$ cat src/rtl/mem_access.sv
// MIPS memory stage: EX/MEM register, load/store unit on a req/ack bus,
// write-back formatting, forwarding taps and bus timeout.
module mem_access #(
    parameter int TIMEOUT = 16
) (
    input  logic        clk,
    input  logic        rst,
    input  logic        cregwa_i,
    input  logic [1:0]  cregwd_i,
    input  logic        regwe_i,
    input  logic [1:0]  memlen_i,
    input  logic        memwe_i,
    input  logic [31:0] rd2_i,
    input  logic [4:0]  rt_i,
    input  logic [4:0]  rd_i,
    input  logic [31:0] aluout_i,
    input  logic [31:0] dm_rdata_i,
    input  logic        dm_ack_i,
    output logic        dm_req_o,
    output logic        dm_we_o,
    output logic [31:0] dm_addr_o,
    output logic [3:0]  dm_be_o,
    output logic [31:0] dm_wdata_o,
    output logic        stall_o,
    output logic        regwe_o,
    output logic [4:0]  wa_o,
    output logic [31:0] wd_o,
    output logic [1:0]  cwd_mem,
    output logic        we_mem,
    output logic [4:0]  wa_mem,
    output logic [31:0] wd_mem,
    output logic        misalign_o,
    output logic        bus_err_o
);

    typedef enum logic {S_IDLE, S_ACCESS} state_t;

    state_t      r_state;
    state_t      w_state_nxt;
    logic [7:0]  r_cnt;
    logic [7:0]  w_cnt_nxt;

    logic        r_cregwa;
    logic [1:0]  r_cregwd;
    logic        r_regwe;
    logic [1:0]  r_memlen;
    logic        r_memwe;
    logic [31:0] r_rd2;
    logic [4:0]  r_rt;
    logic [4:0]  r_rd;
    logic [31:0] r_alu;

    logic        w_in_memop;
    logic        w_in_go;
    logic        w_store;
    logic        w_load;
    logic        w_memop;
    logic        w_mis;
    logic        w_req;
    logic        w_stall;
    logic        w_berr;
    logic        w_regwe;
    logic        w_done;
    logic [3:0]  w_be;
    logic [31:0] w_wdata;
    logic [15:0] w_half;
    logic [7:0]  w_byte;
    logic [31:0] w_ld;
    logic [31:0] w_wd;

    function automatic logic f_misalign(
        input logic [1:0] len,
        input logic [1:0] a
    );
        return ((len == 2'b00) && (a != 2'b00)) ||
               ((len == 2'b01) && a[0]);
    endfunction

    assign w_in_memop = memwe_i | (cregwd_i == 2'b01);
    assign w_in_go    = w_in_memop & ~f_misalign(memlen_i, aluout_i[1:0]);

    // A store wins when the op is also tagged as a load.
    assign w_store = r_memwe;
    assign w_load  = (r_cregwd == 2'b01) & ~r_memwe;
    assign w_memop = w_store | w_load;
    assign w_mis   = w_memop & f_misalign(r_memlen, r_alu[1:0]);

    always_ff @(posedge clk or posedge rst) begin
        if (rst) begin
            r_cregwa <= 1'b0;
            r_cregwd <= 2'b00;
            r_regwe  <= 1'b0;
            r_memlen <= 2'b00;
            r_memwe  <= 1'b0;
            r_rd2    <= '0;
            r_rt     <= '0;
            r_rd     <= '0;
            r_alu    <= '0;
        end else if (!w_stall) begin
            r_cregwa <= cregwa_i;
            r_cregwd <= cregwd_i;
            r_regwe  <= regwe_i;
            r_memlen <= memlen_i;
            r_memwe  <= memwe_i;
            r_rd2    <= rd2_i;
            r_rt     <= rt_i;
            r_rd     <= rd_i;
            r_alu    <= aluout_i;
        end
    end

    always_ff @(posedge clk or posedge rst) begin
        if (rst) begin
            r_state <= S_IDLE;
            r_cnt   <= '0;
        end else begin
            r_state <= w_state_nxt;
            r_cnt   <= w_cnt_nxt;
        end
    end

    always_comb begin
        w_state_nxt = r_state;
        w_cnt_nxt   = r_cnt;
        w_req       = 1'b0;
        w_stall     = 1'b0;
        w_berr      = 1'b0;
        w_regwe     = 1'b0;
        w_done      = 1'b0;
        unique case (r_state)
            S_IDLE: begin
                w_regwe = r_regwe & ~w_memop;
                if (w_in_go) begin
                    w_state_nxt = S_ACCESS;
                    w_cnt_nxt   = '0;
                end
            end
            S_ACCESS: begin
                w_req = 1'b1;
                if (dm_ack_i) begin
                    w_regwe = r_regwe;
                    w_done  = 1'b1;
                end else if (r_cnt == 8'(TIMEOUT - 1)) begin
                    w_berr = 1'b1;
                    w_done = 1'b1;
                end else begin
                    w_stall   = 1'b1;
                    w_cnt_nxt = r_cnt + 8'd1;
                end
                // The freed register takes the next op on this same edge.
                if (w_done) begin
                    w_state_nxt = w_in_go ? S_ACCESS : S_IDLE;
                    w_cnt_nxt   = '0;
                end
            end
        endcase
    end

    always_comb begin
        w_be    = 4'b1111;
        w_wdata = r_rd2;
        case (r_memlen)
            2'b00: begin
                w_be    = 4'b1111;
                w_wdata = r_rd2;
            end
            2'b01: begin
                w_be    = r_alu[1] ? 4'b1100 : 4'b0011;
                w_wdata = {2{r_rd2[15:0]}};
            end
            default: begin
                w_be    = 4'b0001 << r_alu[1:0];
                w_wdata = {4{r_rd2[7:0]}};
            end
        endcase
    end

    assign w_half = r_alu[1] ? dm_rdata_i[31:16] : dm_rdata_i[15:0];

    always_comb begin
        w_byte = dm_rdata_i[7:0];
        case (r_alu[1:0])
            2'b00:   w_byte = dm_rdata_i[7:0];
            2'b01:   w_byte = dm_rdata_i[15:8];
            2'b10:   w_byte = dm_rdata_i[23:16];
            default: w_byte = dm_rdata_i[31:24];
        endcase
    end

    always_comb begin
        w_ld = dm_rdata_i;
        case (r_memlen)
            2'b00:   w_ld = dm_rdata_i;
            2'b01:   w_ld = {{16{w_half[15]}}, w_half};
            2'b10:   w_ld = {{24{w_byte[7]}}, w_byte};
            default: w_ld = {24'd0, w_byte};
        endcase
    end

    assign w_wd = ((r_state == S_ACCESS) && w_load) ? w_ld : r_alu;

    assign dm_req_o   = w_req;
    assign dm_we_o    = w_req & w_store;
    assign dm_addr_o  = w_req ? {r_alu[31:2], 2'b00} : '0;
    assign dm_be_o    = w_req ? w_be : '0;
    assign dm_wdata_o = w_req ? w_wdata : '0;

    assign stall_o    = w_stall;
    assign regwe_o    = w_regwe;
    assign wa_o       = r_cregwa ? r_rd : r_rt;
    assign wd_o       = w_wd;
    assign misalign_o = w_mis;
    assign bus_err_o  = w_berr;

    assign cwd_mem = r_cregwd;
    assign we_mem  = w_regwe;
    assign wa_mem  = wa_o;
    assign wd_mem  = (r_cregwd == 2'b01) ? '0 : w_wd;

endmodule

$ cat config.mk
export PLATFORM = sky130hd
export DESIGN_NAME = mem_access
export DESIGN_NICKNAME = d
export VERILOG_FILES = /design/src/rtl/mem_access.sv
export SDC_FILE = /design/constraint.sdc
export NUM_CORES = 1
export LEC_CHECK = 0
export CORE_ASPECT_RATIO = 2
export CORE_MARGIN = 4
export CORE_UTILIZATION = 42
export DETAILED_ROUTE_END_ITERATION = 10
export GPL_ROUTABILITY_DRIVEN = 0
export PLACE_DENSITY = 0.89
export REMOVE_ABC_BUFFERS = 1
export SETUP_SLACK_MARGIN = 0.4
export SLEW_MARGIN = 20
export SYNTH_ARGS = -nofsm -noshare
export SYNTH_HDL_FRONTEND = slang
export SYNTH_SLANG_ARGS = --single-unit
$ cat constraint.sdc
create_clock -name clk -period 3.4 [get_ports clk]
set_input_delay 0.68 -clock clk [delete_from_list [all_inputs] [get_ports clk]]
set_output_delay 0.68 -clock clk [all_outputs]
set_load 0.03 [all_outputs]
==> results.md, run 1 <==
* Run status: complete, no violations
* CTS tree: yes
* Die Wd at between 80 and 90 um
* Final period util at 87.3%
* Worst Skew at 8.73 ps
* Starting density of the core at between 40% and 50%
* Die H at between 150 and 200 um
* Pins Over Slew Limit at 0
* Via count at 5,348
* CTS Root Cell: clkbuf_16
* #FFs+latches synth at 90
* Top Ports at 267
* Largest net degree at the start of global routing at 54
* WS Path Type: input port to output pin
* Met3 routed WL at 1.89 mm
* Crit path DAT at roughly 2300 ps
* Hold Crit Class: flip-flop to flip-flop
* Layout area overhead at 56.2%
* Avg WL per Cell at between 20 and 25 um
* VDD IR-drop max at 0.294 mV
* 1st-iter DRT viols at about 220
* Max layer used: met4
* Max clock buf depth at 2
* Fraction of registers with async set or reset after synthesis at 100%
* Multi-input gate area at 0.00307 sq mm
* Final Critical Period at around 3000 ps
* Worst slew margin at 58.0%
* Fillers at around 1,000
* Synth Area per Inst at 10.1 sq um
* Fin. Hold Viols at 0
* Wire length on met2 at 10.7 mm
* CP endpoint kind: output pin
* Final setup fails at 0
* WL met1 at 6.47 mm
* Vias per Instance at approximately 5.6
* Worst EP required at ~2700 ps
* Seq/Total Area, Yosys at 40.5%
* Max stage delay on crit path at 510 ps
* Startpoint Class: input port
* Initial antenna violation count at 0
* Synthesized area at roughly 0.0056 sq mm
* Clk_lat worst skew at approximately 330 ps
* Htree depth at 3
* Global-route usage over all layers at between 20% and 30%
* Die ar. at ~0.015 sq mm
* Synth top area share at 40.5%
* Total CTS buffers at 9
* Final hold slack at 503 ps
* Most frequent cells in the layout: clkdlybuf4s50_1, mux2_2, dfrtp_1, and2_1, buf_4
* RSZ-0062 raised after global routing: no
* IO Port Bufs at 264
* Post-DP HPWL at 15.7 mm
* Share of cells above drive strength 1 at 26.6%
* Highest fanout seen on the critical path at 3
* Post-synth EDFFs at 0
* CP Cell Sequence: clkdlybuf4s50_1 > mux4_2 > mux2i_2 > o21ai_0 > buf_12
* Post-layout nets at 913
* Most common cell after layout, fill and taps aside: clkdlybuf4s50_1
* Drt drc at 0
* Leak Pwr at 0.00362 uW
* First-pass GRT wire length at roughly 30 mm
* Worst hold start: r_rt[1]
* Yosys warns at 0
* Max Fclk at between 300 and 400 MHz
* CP delay by family, top: multiplexers
* Final wirelength at 20.2 mm
* Setup crit start: dm_rdata_i[27]
* Core Rows at 59
* DRT antenna net count at 0
* Post-Syn Instances at about 550
* Synth area leaders: dfrtp_1, mux2_2, and2_1
* Slew @ Worst Pin at ~630 ps
* Total core area at ~0.013 sq mm
* Crit-path slowest cell: mux4_2
* Pwr Density at just under 500 mW/mm^2
* CTS clk-pin slew, worst paths at 60 ps
* Dominant cell type by area after synthesis: dfrtp_1
* FF/Latch Area at 0.00225 sq mm
* Ys flop type: dfrtp_1
* Netlist cell types at 40
* Critical R2R Launch: r_state
* WP buf/inv at 2
* Vias in the first global route at ~5,600
* Post-layout util at about two thirds
* N_diodes at 0
* Remaining Overflow, GRT at 0
* Drt pass-1 iters at 4
* Setup slack, reg-to-reg at approximately 1100 ps
* TritonCTS Sinks at 90
* Max-Cap Viols at 0
## registers in the layout (all words and copies together), names as in the netlist
signal	flops
r_alu	32
r_rd2	32
r_cnt	8
r_rd	5
r_rt	5
cwd_mem	2
r_memlen	2
r_cregwa	1
r_memwe	1
r_regwe	1
r_state	1
## layer usage
| metal | vias up | track usage (%) |
|---|---|---|
| li1 | 2390 | - |
| met1 | 2603 | 26.2 |
| met2 | 295 | 46.0 |
| met3 | 60 | 7.23 |
| met4 | 0 | 13.9 |
| met5 | - | 0 |
## cells by family after synthesis
family                     synth area share, %
muxes                                     26.6
adders and majority gates                0.225
AOI/OAI and AO/OA                         11.0
buffers and inverters                     5.13
and+or+nand+nor                           16.2
other                                   0.0674
xor gates and xnor gates                 0.315
DFF                                       40.5
## cell usage after synthesis, drive strengths merged, types with 10 or more instances
master,count
and2,80
nor2,29
o21ai,45
mux2,101
clkbuf,24
buf,28
mux2i,16
nand2,27
a21oi,41
dfrtp,90
nand2b,10
## where the power goes
| group | switching, uW | total [uW] | leakage [uW] | internal [uW] |
|---|---|---|---|---|
| sequential | 108 | 1290 | 0.00106 | 1180 |
| clock | 401 | 1060 | 0.000152 | 662 |
| combinational | 1040 | 1890 | 0.00240 | 856 |
## worst paths after layout
check,endpoint,cells after the start
max,wd_o[3],5
min,r_rt[1],1
max reg2reg,r_alu[21],5
min reg2reg,r_rt[1],1
max in group asynchronous,r_memlen[1],3
min in group asynchronous,r_alu[18],2
## through the flow
step	setup slack, ps	instances	power, uW	instance area (sq um)	setup TNS, ps
global placement	-30.1	935	3160	8320	-346
finish	433	952	4250	8690	0
floorplan	-3250	498	2350	5310	-296880
detailed placement	-87.8	935	3200	8320	-1010
global route	401	952	4430	8690	0
CTS	400	952	4280	8670	0
## layout make-up
type / instances / area share (%)
well taps: 152 / 2.19
inverters: 7 / 0.331
clock inverters: 4 / 0.878
multi-input cells: 401 / 35.3
clock buffers: 11 / 2.79
flip-flops and latches: 90 / 25.9
repair buffers: 287 / 32.6
## what timing repair did
| action | 4_1_cts | 5_1_grt |
|---|---|---|
| gates resized for setup | 72 | 8 |
| setup buffers | 1 | 0 |
| pin swaps | 2 | 1 |
| endpoints found under the setup margin | 26 | 24 |
| hold buffers | 0 | 0 |
| gates cloned | 1 | 0 |
Power figures use the tool's default switching activity.
==> inputs of run 2 (changes only) <==
--- a/config.mk
+++ b/config.mk
@@ -13,6 +13,7 @@
 export PLACE_DENSITY = 0.89
 export REMOVE_ABC_BUFFERS = 1
 export SETUP_SLACK_MARGIN = 0.4
+export SKIP_CTS_REPAIR_TIMING = 1
 export SLEW_MARGIN = 20
 export SYNTH_ARGS = -nofsm -noshare
 export SYNTH_HDL_FRONTEND = slang
==> run 2 against run 1 <==
Compared with the run above: register-to-register slack hardly changed; setup slack got worse by 49 ps; critical path depth unchanged; largest cell class unchanged; highest routed layer unchanged.
==> results.md, run 2 (synthesized netlist as in run 1, its figures left out) <==
* Pins Over Slew Limit at 0
* Slew @ Worst Pin at 648 ps
* Crit-path slowest cell: clkdlybuf4s50_1
* Worst hold start: r_rt[1]
* Largest net degree at the start of global routing at between 50 and 60
* Total core area at 0.0130 sq mm
* CTS clk-pin slew, worst paths at 60 ps
* Critical R2R Launch: r_state
* Via count at 5,360
* Final Critical Period at 3020 ps
* Largest regs: r_alu x32, r_rd2 x32, r_cnt x8
* Worst slew margin at approximately 57%
* R2R cell count at 5
* Setup slack, reg-to-reg at approximately 1100 ps
* Final hold slack at 503 ps
* N_diodes at 0
* Max stage delay on crit path at 490 ps
* Total CTS buffers at 9
* First-pass GRT wire length at 29.8 mm
* CP Cell Sequence: clkdlybuf4s50_1 > mux4_2 > mux2i_1 > o21ai_0 > buf_12
* 1st-iter DRT viols at roughly 240
* Post-layout nets at 913
* Pwr Density at 487 mW/mm^2
* Core Rows at 59
* Post-DP HPWL at 15.7 mm
* RSZ-0062 raised after global routing: yes
* Final period util at between 80 and 90%
* Die H at 171 um
* Max clock buf depth at 2
* Die ar. at between 0.015 and 0.02 sq mm
* CTS Root Cell: clkbuf_16
* Clk_lat worst skew at 330 ps
* Total power at 4250 uW
* WHS Endpoint: r_rt[1]
* Max-Cap Viols at 0
* Run status: complete, no violations
* Top Ports at 267
* Share of cells above drive strength 1 at between 20% and 30%
* IO Port Bufs at roughly 260
* Remaining Overflow, GRT at 0
* CP endpoint kind: output pin
* Die Wd at between 80 and 90 um
* Most frequent cells in the layout: clkdlybuf4s50_1, mux2_2, dfrtp_1, and2_1, buf_4
* Drt drc at 0
* CTS tree: yes
* Most common cell after layout, fill and taps aside: clkdlybuf4s50_1
* Final WS setup at 384 ps
* Max Fclk at 332 MHz
* Vias per Instance at 5.63
* Startpoint Class: input port
* Final wirelength at 20.4 mm
* Fin. Hold Viols at 0
* Drt pass-1 iters at 5
* Avg WL per Cell at 21.5 um
* Starting density of the core at a little over two fifths
* Leak Pwr at 0.00377 uW
* RR Endpoint: r_rd2[26]
* DRT antenna net count at 0
* Final setup fails at 0
* Hold depth at 1
* Fillers at 996
* Initial antenna violation count at 0
* Vias in the first global route at 5,571
* VDD IR-drop max at 0.294 mV
* WS Path Type: input port to output pin
* DP Worst Slack at -87.8 ps
* Worst Skew at 9.24 ps
* Layout area overhead at 57.2%
* Highest fanout seen on the critical path at 3
* Hold Crit Class: flip-flop to flip-flop
* Worst EP required at 2720 ps
* TritonCTS Sinks at 90
* Htree depth at 3
* Crit path DAT at 2340 ps
* Global-route usage over all layers at 25.7%
## run 2: worst max-delay path by stage
stage / slack, ps / startpoint / to / cells after the start
2_1_floorplan: -3250 / r_state / cwd_mem[0] / 3
3_3_place_gp: -30 / dm_rdata_i[23] / wd_o[20] / 7
3_5_place_dp: -90 / dm_rdata_i[23] / wd_o[22] / 7
4_1_cts: -90 / dm_rdata_i[23] / wd_o[22] / 7
5_1_grt: 390 / r_memlen[1] / dm_wdata_o[27] / 5
6_report: 380 / dm_rdata_i[19] / wd_o[3] / 5
## run 2: report_power, final
part           internal, uW  switching (uW)  leakage (uW)
registers              1180             108       0.00106
clock network           662             401      0.000152
logic                   862            1040       0.00256
## run 2: area by class of cell
type | count | area, sq um | share of cell area (%)
Timing Repair Buffer | 287 | 2890 | 33.0
Tap cell | 152 | 190 | 2.18
Clock buffer | 11 | 243 | 2.78
Sequential cell | 90 | 2250 | 25.8
Clock inverter | 4 | 76.3 | 0.873
Multi-Input combinational cell | 401 | 3060 | 35.0
Inverter | 7 | 28.8 | 0.329
## run 2: layer usage
metal,share of wire [%],track usage [%]
met1,32,26.1
met2,54,46.0
met3,8.9,7.08
met4,5.2,13.4
met5,0,0
## run 2: through the flow
stage | util (%) | instances | setup TNS [ps] | area, sq um
after floorplan | - | 498 | -296880 | 5310
after global placement | 64.0 | 935 | -346 | 8320
after CTS | 66.5 | 950 | -1100 | 8640
after global routing | 67.3 | 952 | 0 | 8740
final | 67.3 | 952 | 0 | 8740
after detailed placement | 64.0 | 935 | -1010 | 8320
## run 2: critical path: cells and delay by family
kind            cells  cell delay (ps)
compound gates      1              200
buf+inv             2              670
mux                 2              770
==> edit (config.mk and constraints of run 1) <==
Set the parameter `TIMEOUT` to 12 (it was 16).
--- a/src/rtl/mem_access.sv
+++ b/src/rtl/mem_access.sv
@@ -1,7 +1,7 @@
 // MIPS memory stage: EX/MEM register, load/store unit on a req/ack bus,
 // write-back formatting, forwarding taps and bus timeout.
 module mem_access #(
-    parameter int TIMEOUT = 16
+    parameter int TIMEOUT = 12
 ) (
     input  logic        clk,
     input  logic        rst,
Formal check against the unedited RTL: same outputs for any inputs over 10 cycles, from zero or initial values and one cycle with rst high; that may be too few to reach the edited logic, so the function may still have changed.
==> edit against run 1 <==
Combinational power down 3%. Synthesized area increased by 1.6%. Highest routed layer is now met5. Die area up 1.5%. Routed wire length fell by 3.5%. Sequential share of layout area about the same. Sequential cell count stayed put. Total power shrank 1.4%. Core utilization shrank 0.21 points. Critical path type unchanged. Setup slack improved by 0.052 ns. Count of clock-buffer cells in the layout fell by 2. Critical endpoint is now wd_o[6]. Final area increased by 0.26%.
==> edit: results (changes against run 1) <==
Setup path:
- The critical path's largest stage delay was 0.48 ns (-0.03 ns).
- The maximum fanout along the worst path was 3 (unchanged).
- The critical path arrival was 2.23 ns (-0.06 ns).
- The count of cells along the worst register-to-register path is 5 (unchanged).
- The cell type of the slowest stage on the worst timing path is sky130_fd_sc_hd__mux4_2.

Global route:
- The met1 routing resource usage after global routing is 26.4% (+0.20 points).
- The first-pass GRT wire length is 29,400 µm (-1.4%).
- The met3 capacity usage during global routing is 4.48% (-2.7 points).
- The number of antenna violations at the first check in global routing is 1 (+1).
- The largest net degree at the start of global routing is 89 (+65%).
- The aggregate global-route resource usage is 24.3% (-1.5 points).
- The met2 capacity usage during global routing is 44.5% (-1.4 points).
- The via count of the first global-routing pass is 5,473 (-1.6%).

Route:
- The number of vias in the routed layout is 5,256 (-1.7%).
- The number of violations reported at the end of detailed-routing iteration 0 is 264 (+21%).
- The total iterations of the first detailed-routing run came to 4 (unchanged).
- The wire length reported by the detailed router is 19,500 µm (-3.5%).

Yosys:
- The synthesized area per cell is 9.96 µm² (-1.6%).
- The synthesis warning total is 0 (unchanged).
- The commonest cells after synthesis are sky130_fd_sc_hd__dfrtp_1, sky130_fd_sc_hd__and2_1, sky130_fd_sc_hd__mux2_2, sky130_fd_sc_hd__nand2_1, sky130_fd_sc_hd__a21oi_1.
- The async set-or-reset flop fraction in the synthesized netlist is 100% (unchanged).
- Sorting the synthesized cells by area gives the leading types as sky130_fd_sc_hd__dfrtp_1, sky130_fd_sc_hd__mux2_2, sky130_fd_sc_hd__and2_1, sky130_fd_sc_hd__nand2_1, sky130_fd_sc_hd__mux4_2.
- The number of distinct library cells after synthesis is 48 (+20%).
- The post-synthesis sequential area ratio was 39.9% (-0.63 points).

Clocking:
- The maximum number of buffers from clock root to sink is 2 (unchanged).
- The depth of the CTS H-tree came to 3 (unchanged).
- After clock tree synthesis, the clock-pin slew on the worst setup and hold paths is roughly 0.07 ns.
- The number of clock buffers inserted by TritonCTS came to 9 (unchanged).
- The latest clock arrival within the worst-skew pair is 0.34 ns.
- The cell at the root of the clock tree is sky130_fd_sc_hd__clkbuf_16.

Finish:
- The fraction of layout cells with a size suffix above 1 is 23.3% (-3.4 points).
- The number of non-filler instances in the completed layout is 982 (+3.2%).
- The total number of nets in the final design was 942 (+3.2%).
- The largest registers in the layout are r_alu x32, r_rd2 x32, r_cnt x8.
- The antenna diode count is 0 (unchanged).

Placement:
- The placed wire-length estimate is 14,700 µm (-6.2%).
- The number of port buffers is 264 (unchanged).
- The post-placement cell area is 8450 µm² (+1.5%).
- The post-placement cell count is 960 (+2.7%).
- The worst setup slack after placement is -0.0636 ns (+0.0242 ns).

Floorplanning:
- The row count is 59 (unchanged).

Run status:
- The flow ran to the end, and the final reports show no timing, DRC or antenna violations.

Power:
- The maximum vdd drop is 362 µV (+23%).
- The leakage power figure is 3.77 nW (+4.3%).

Timing:
- The worst-case headroom to the max-slew limit is 60.4% (+2.4 points).
- The clock tree skew after final layout is 0.0133 ns (+0.00453 ns).

Min path:
- The class of the most critical hold timing path is register to register.
- The count of cells along the worst hold path is 1 (unchanged).
## edit: cell types whose count changed after synthesis, sizes merged, moves of 5 or more
cell           run 1  this run
nand2             27        71
o21ai             45        23
a21boi             0        16
a21oi             41        29
mux2             101        91
a221o              8         1
o22a               0         7
nor2              29        24
## edit: metrics by stage
| stage | TNS, ns | hold WS [ns] | util, % | total power [mW] |
|---|---|---|---|---|
| floorplan | -108.47 | 0.473 | - | 2.35 |
| global placement | -0.255 | 0.483 | 64.7 | 3.18 |
| detailed placement | -0.750 | 0.489 | 64.7 | 3.21 |
| CTS | 0 | 0.511 | 66.4 | 4.21 |
| global route | 0 | 0.521 | 66.7 | 4.37 |
| finish | 0 | 0.506 | 66.7 | 4.19 |
## edit: power by group
group          switching [mW]  internal (mW)  leakage, nW
clock                   0.458          0.586        0.153
combinational            1.01          0.829         2.56
sequential              0.114           1.18         1.06
total                    1.59           2.60         3.77
## edit: critical path, delay by kind of cell
family / cells / cell delay [ns]
AOI/OAI and AO/OA: 1 / 0.09
and+or+nand+nor: 1 / 0.07
buffers and inverters: 2 / 0.64
muxes: 2 / 0.75
## edit: kinds of logic after synthesis
logic type,count (synthesis),synth area share (%)
XOR/XNOR,1,0.155
other,1,0.0664
flip-flops,90,39.9
multiplexers,114,24.7
adder cells (fa/ha/maj),1,0.221
AND/OR/NAND/NOR,209,19.0
AO/OA/AOI/OAI,93,10.4
buffers and inverters,58,5.63
## edit: routing by layer
metal  vias up  part of all wire (%)
met4         2                   5.0
met3        51                   5.2
met2       230                    53
met5         -                 0.067
met1      2521                    37
li1       2452                     -
## edit: cell type report
class	instances	area [µm²]
clock buffers	9	225
well taps	152	190
flip-flops and latches	90	2260
fillers	1038	4350
multi-input cells	420	3120
clock inverters	7	85.1
repair buffers	297	2810
inverters	7	28.8
## edit: path summary, 6_finish.rpt
kind / slack (ns) / start / to
hold reg to reg: 0.51 / r_rd[4] / r_rd[4]
setup reg to reg: 1.07 / r_cnt[1] / r_rd2[1]
setup / recovery: 0.49 / dm_rdata_i[22] / wd_o[6]
min in group asynchronous: 0.78 / rst / r_alu[17]
max in group asynchronous: 1.96 / rst / r_rd2[15]
hold / removal: 0.51 / r_rd[4] / r_rd[4]
## edit: timing repair
item	CTS	global route
setup endpoints to repair	45	45
resized for setup	170	24
hold endpoints to repair	0	0
buffers inserted	1	4
gates cloned	1	0
pin swaps	1	0
